<file path="src/rtl/timer_irq_source.sv">
// rtl/timer_irq_source.sv - memory-mapped reload timer driving the CPU IRQ line
//
// Purpose: prescaled 32-bit up-counter (TL) that reloads from TH on overflow
// and raises a sticky, software-cleared interrupt to the control unit.
//
// Register window (word offsets from BASE_ADDR):
//   +0x0 TH      reload value, read/write
//   +0x4 TL      counter, read/write
//   +0x8 TCON    [0] run, [1] irq_en, [2] irq_status; [31:3] read 0
//   +0xC SYSTICK free-running cycle counter, read-only (only with TIMER_SYSTICK_EN)
//
// Optional feature macro: TIMER_SYSTICK_EN
//
// Ports:
//   clk        system clock, rising edge
//   reset      asynchronous active-low reset
//   MemRd      bus read strobe
//   MemWr      bus write strobe
//   Addr       byte address, exact word match decoded
//   WriteData  bus write data
//   ReadData   combinational read data, 0 when unselected or MemRd=0
//   IRQ        registered interrupt request

module timer_irq_source #(
    parameter logic [31:0] BASE_ADDR = 32'h4000_0000,
    parameter int          PRESCALE  = 1
) (
    input  logic        clk,
    input  logic        reset,
    input  logic        MemRd,
    input  logic        MemWr,
    input  logic [31:0] Addr,
    input  logic [31:0] WriteData,
    output logic [31:0] ReadData,
    output logic        IRQ
);

    localparam logic [15:0] PCNT_LAST = 16'(PRESCALE - 1);

    logic [31:0] th;
    logic [31:0] tl;
    logic        run;
    logic        irq_en;
    logic        irq_status;
    logic [15:0] pcnt;

    logic hit_th, hit_tl, hit_tcon;
    logic wr_th, wr_tl, wr_tcon;
    logic tick, ovf, ovf_set;

    assign hit_th   = (Addr == BASE_ADDR);
    assign hit_tl   = (Addr == BASE_ADDR + 32'h4);
    assign hit_tcon = (Addr == BASE_ADDR + 32'h8);

    assign wr_th   = MemWr && hit_th;
    assign wr_tl   = MemWr && hit_tl;
    assign wr_tcon = MemWr && hit_tcon;

    assign tick    = run && (pcnt == PCNT_LAST);
    assign ovf     = tick && (tl == 32'hFFFF_FFFF);
    // Status is only latched when the interrupt is enabled at overflow time.
    assign ovf_set = ovf && irq_en;

    always_ff @(posedge clk or negedge reset) begin
        if (!reset) begin
            th         <= 32'h0;
            tl         <= 32'h0;
            run        <= 1'b0;
            irq_en     <= 1'b0;
            irq_status <= 1'b0;
            pcnt       <= 16'h0;
            IRQ        <= 1'b0;
        end else begin
            if (wr_th) begin
                th <= WriteData;
            end

            // Bus write beats the count; reload uses the TH held before this edge.
            if (wr_tl) begin
                tl <= WriteData;
            end else if (tick) begin
                tl <= ovf ? th : tl + 32'h1;
            end

            // An overflow in the same cycle as a software clear keeps status set
            // so no interrupt is lost.
            if (wr_tcon) begin
                run        <= WriteData[0];
                irq_en     <= WriteData[1];
                irq_status <= WriteData[2] | ovf_set;
            end else if (ovf_set) begin
                irq_status <= 1'b1;
            end

            if (wr_tcon && !WriteData[0]) begin
                pcnt <= 16'h0;
            end else if (run) begin
                pcnt <= tick ? 16'h0 : pcnt + 16'h1;
            end

            IRQ <= irq_status & irq_en;
        end
    end

`ifdef TIMER_SYSTICK_EN
    logic [31:0] systick;
    logic        hit_systick;

    assign hit_systick = (Addr == BASE_ADDR + 32'hC);

    always_ff @(posedge clk or negedge reset) begin
        if (!reset) begin
            systick <= 32'h0;
        end else begin
            systick <= systick + 32'h1;
        end
    end
`endif

    always_comb begin
        ReadData = 32'h0;
        if (MemRd) begin
            if (hit_th) begin
                ReadData = th;
            end else if (hit_tl) begin
                ReadData = tl;
            end else if (hit_tcon) begin
                ReadData = {29'h0, irq_status, irq_en, run};
            end
`ifdef TIMER_SYSTICK_EN
            else if (hit_systick) begin
                ReadData = systick;
            end
`endif
        end
    end

endmodule

</file>
<file path="config.mk">
export PLATFORM = sky130hd
export DESIGN_NAME = timer_irq_source
export DESIGN_NICKNAME = d
export VERILOG_FILES = /design/src/rtl/timer_irq_source.sv
export SDC_FILE = /design/constraint.sdc
export NUM_CORES = 1
export LEC_CHECK = 0
export CAP_MARGIN = 20
export CORE_MARGIN = 2
export CORE_UTILIZATION = 45
export DETAILED_ROUTE_END_ITERATION = 10
export PLACE_DENSITY = 0.74
export SYNTH_ARGS = -nofsm -noshare
export SYNTH_HDL_FRONTEND = slang
export SYNTH_SLANG_ARGS = --single-unit
</file>
<file path="constraint.sdc">
create_clock -name clk -period 2.9 [get_ports clk]
set_input_delay 0.725 -clock clk [delete_from_list [all_inputs] [get_ports clk]]
set_output_delay 0.725 -clock clk [all_outputs]
set_load 0.02 [all_outputs]
</file>
Word level (Yosys, flattened, before mapping) --
Index checks and enable logic that the tools add are counted. W data, S select, Z words.
Word-level totals: flip-flop bits (word level) 84, input port bits 68, output and inout port bits 33
Operators by class: add/sub/neg operators 2, equality and inequality tests 4, muxes and demuxes 12, bitwise logic cells 2, reduce and logical (&&, ||, !) cells 12
Operators by type and width (count):
- $mux W32 | 6
- $eq A32 B31 Y1 const B | 3
- $mux W16 | 3
- $add A32 B1 Y32 const B | 1
- $eq A32 B32 Y1 const B | 1
- $add A16 B1 Y16 const B | 1
- $logic_not A16 Y1 | 1
- $logic_and A1 B1 Y1 | 7
- $reduce_bool A2 Y1 | 3
- $mux W3 | 1
- $mux W1 | 2
- $and A1 B1 Y1 | 1
- $logic_not A1 Y1 | 1
- $or A1 B1 Y1 | 1

Logic depth before layout (Yosys ltp) --
word-level depth 6, mapped depth 9, gate-level depth less buffers 8

Worst setup path after synthesis --
OpenSTA, ideal clock, no wires.
path type input-to-output, from input port Addr[26], to output port ReadData[21], data arrival time 2.313 ns, required time 2.175 ns, path slack -0.138 ns, cell stages on the path 7, buffers on the path 2, path through nor4_1 nand4_1 nor3_1 nand2b_1 clkbuf_1 clkbuf_1 nor2_1
Between the ends: word-level cells in the longest chain between the ends 4
Ends and longest elaborated chain:
- from (decl) | line 32 | input logic [31:0] Addr,
- $eq A32 B31 Y1 | line 52 | assign hit_tl = (Addr == BASE_ADDR + 32'h4);
- $mux W32 | line 125 | end else if (hit_tl) begin
- $mux W32 * | line 123 | if (hit_th) begin
- $mux W32 * | line 122 | if (MemRd) begin
- to (decl) | line 34 | output logic [31:0] ReadData,
Every way passes the cells marked *; elsewhere a longest branch is shown, timed or not.

Worst setup path in the final report --
from input port Addr[29], to output port ReadData[12]
The elaborated chain is that of the path after synthesis.

==> results.sh <==
export IMPL_outcome="finished, violations left"
export IMPL_violations="negative setup slack"
export IMPL_clkSinkCount=84
export IMPL_clk_latency_ns=0.34
export IMPL_io_buffers=100
export IMPL_crit_buf_inv=4
export IMPL_drv_slew=0
export IMPL_fin_nets=787
export IMPL_period_share_pct=101.8
export IMPL_clockBufferDepth=2
export IMPL_grt_pass1_wl_um=26660
export IMPL_postSynthCellCount=584
export IMPL_hold_buffers=0
export IMPL_power_internal_mw=1.947
export IMPL_firstDrtPassIters=4
export IMPL_numCtsBuffers=9
export IMPL_cpPeakStageDelay_ns=0.28
export IMPL_async_flop_share_pct=100.0
export IMPL_syn_area_um2=5231
export IMPL_cts_tree="built"
export IMPL_ant_nets=0
export IMPL_crit_type="input port to primary output"
export IMPL_initial_core_util_pct=46.01
export IMPL_cts_root_buf="clkbuf_16"
export IMPL_clk_pin_slew_worst_paths_ns=0.06
export IMPL_swShare_pct=22.18
export IMPL_fmax_ghz=0.3389
export IMPL_post_synth_top_area_fraction_pct=40.18
export IMPL_rsz0062_at_grt="true"
export IMPL_tns_ns=-0.3526
export IMPL_synth_seq_area_share_pct=40.18
export IMPL_die_h_um=111.8
export IMPL_hp_class="input port to async pin"
export IMPL_drv_cap=0
export IMPL_vias=5244
export IMPL_multi_input_area_um2=3229
export IMPL_p_total_mw=2.502
export IMPL_hold_slack_ns=0.3692
export IMPL_gp_congestion=0.8816
export IMPL_powerDensity_nw_per_um2=343.2
export IMPL_avgSynthCellArea_um2=8.958
export IMPL_setup_worst_path_start_class="input port"
export IMPL_crit_arrival_ns=2.23
export IMPL_dieArea_um2=12500
export IMPL_cp_data_required_time_ns=2.17
export IMPL_r2r_end="tl[31]"
export IMPL_die_x_um=111.8
export IMPL_synth_seq_cells=84
export IMPL_dp_hpwl_um=11070
export IMPL_ir_drop_mv=0.4318
export IMPL_boundaryPins=101
export IMPL_setup_viol=13
export IMPL_seq_power_share_pct=46.8
export IMPL_synth_distinct_cells=61
export IMPL_grt_pass1_vias=5424
export IMPL_crit_start="Addr[29]"
export IMPL_grt_overflow=0
export IMPL_combPwrFrac_pct=7.7
export IMPL_postLayoutCellArea_um2=7291
export IMPL_synth_edf_count=0
export IMPL_regArea_um2=2102
export IMPL_totalWireLength_um=16220
export IMPL_power_frac_clock_pct=45.5
export IMPL_drive_gt1_share_pct=28.83
export IMPL_antenna_found_initial=0
export IMPL_finClkSkew_ns=0.007554
export IMPL_yosysWarnings=0
export IMPL_worstPathCellList="buf_6 > nor4_4 > nand4_1 > nor3_4 > nand2b_4 > buf_12 > buf_12 > nor2_4 > buf_6"
export IMPL_worst_pin_slew_ns=0.5606
export IMPL_crit_family="simple AND/OR/NAND/NOR gates"
export IMPL_instances_no_fill=861
export IMPL_synth_ff_type="dfrtp_1"
export IMPL_mappedNetlistNets=655
export IMPL_dpl_instance_area_um2=6691
export IMPL_finalCriticalPeriod_ns=2.951
export IMPL_detailedPlace_worstSlack_ns=-0.8910
export IMPL_std_cell_rows=39
export IMPL_h_tree_depth=3
export IMPL_coreArea_um2=11370
export IMPL_drt_iter0_drc=322
export IMPL_p_sw_uw=555.0
export IMPL_synth_top_cell_by_area="dfrtp_1"
export IMPL_dp_cells=832
export IMPL_n_fill_cell=941
export IMPL_syn_to_final_growth_pct=39.37
export IMPL_wl_per_cell_um=18.84
export IMPL_cp_max_fo=7
export IMPL_critical_path_slowest_cell="nor4_4"
export IMPL_hold_viol=0
export IMPL_rrSetupSlack_ns=0.31
export IMPL_synthTopCellsByArea="dfrtp_1 (40%), mux2_2 (7.5%), mux2i_1 (6.9%)"
export IMPL_final_util_pct=64.12
export IMPL_grt_use_total_pct=26.23
export IMPL_drc_errors=0
export IMPL_vias_per_cell=6.091
export IMPL_reg2reg_depth=8
export IMPL_grt_max_degree=45
export IMPL_rr_startpoint="pcnt[0]"
export IMPL_p_leak_nw=3.178
export IMPL_antennaDiodeCount=0
export IMPL_slew_headroom_pct=62.63
export IMPL_crit_path_end_kind="primary output"
export IMPL_layout_setup_ws_ns=-0.05079
==> layer usage <==
layer / GRT usage [%] / wire, um
met5: 0 / 0
met4: 8.971 / 420
met3: 4.899 / 1054
met2: 45.29 / 8231
met1: 33.12 / 6512
==> synthesized netlist by cell type (13+ instances only) <==
master,n
o21ai_0,31
dfrtp_1,84
nor3_1,15
mux2i_1,36
mux2_2,35
nor2_1,74
nand2_1,53
clkbuf_1,22
a21oi_1,25
nor4_1,14
nand4_1,27
nand3_1,24
and3_1,13
==> worst max path at each step <==
stage                     cells after the start  slack (ns)           end
after global routing                          9       -0.15  ReadData[12]
final                                         9       -0.05  ReadData[12]
after CTS                                     8       -0.07  ReadData[20]
after detailed placement                      8       -0.89   ReadData[5]
after global placement                        8       -0.86  ReadData[19]
after floorplan                               7        0.03  ReadData[21]
==> worst reg2reg max path: stages (launching register included) <==
cell and delay (ns):
dfrtp_1 0.40, inv_1 0.10, ha_1 0.16, nor4b_1 0.33, nand4_1 0.38, nor4b_1 0.55
a21oi_1 0.12, or3_1 0.38, o21ai_1 0.11
==> layout make-up <==
cell class | count | share of cell area (%)
Sequential cell | 84 | 28.83
Clock buffer | 11 | 3.329
Tap cell | 143 | 2.454
Multi-Input combinational cell | 454 | 44.29
Clock inverter | 2 | 0.5148
Inverter | 11 | 0.5663
Timing Repair Buffer | 156 | 20.01
==> placed cells by master (no fill, tap or decap), types with 8 or more instances in the layout <==
master | synthesis | final
a21oi_1 | 25 | 25
dfrtp_1 | 84 | 84
nor2_4 | 0 | 23
buf_2 | 7 | 14
and3_1 | 13 | 13
nand3_1 | 24 | 24
mux2i_1 | 36 | 36
nor2_1 | 74 | 49
buf_4 | 1 | 51
inv_1 | 11 | 11
nand2_1 | 53 | 53
nor4_1 | 14 | 8
clkbuf_16 | 0 | 9
nand4_1 | 27 | 27
o21ai_0 | 31 | 30
buf_6 | 2 | 31
nor3_1 | 15 | 13
clkdlybuf4s50_1 | 0 | 36
xnor2_1 | 8 | 8
mux2_2 | 35 | 35
==> cell families after synthesis <==
logic type	after synthesis	synth area share, %
buffers and inverters	46	3.851
adder cells (fa/ha/maj)	3	0.7176
flip-flops	84	40.18
AO/OA/AOI/OAI	109	13.11
multiplexers	71	14.42
AND/OR/NAND/NOR	259	25.71
XOR/XNOR	12	2.009
==> power by group through the flow <==
| stage | combinational, mW | clock [mW] | sequential, mW |
|---|---|---|---|
| 3_5_place_dp | 0.188 | 0 | 1.19 |
| 4_1_cts | 0.190 | 1.14 | 1.17 |
| 5_1_grt | 0.205 | 1.19 | 1.17 |
| 6_report | 0.191 | 1.14 | 1.17 |
| 2_1_floorplan | 0.0410 | 0 | 1.19 |
| 3_3_place_gp | 0.186 | 0 | 1.19 |
==> flip-flops by register name, summed over array words and instances, names as in the netlist <==
signal and count:
run 1, IRQ 1, irq_en 1, th 32, irq_status 1, pcnt 16
tl 32
==> timing repair <==
action	4_1_cts	5_1_grt
pin swaps	20	13
setup endpoints to repair	32	79
buffers inserted	8	7
cloned	1	1
gates resized for setup	302	31
No activity file was read; power rests on OpenSTA's default activity.
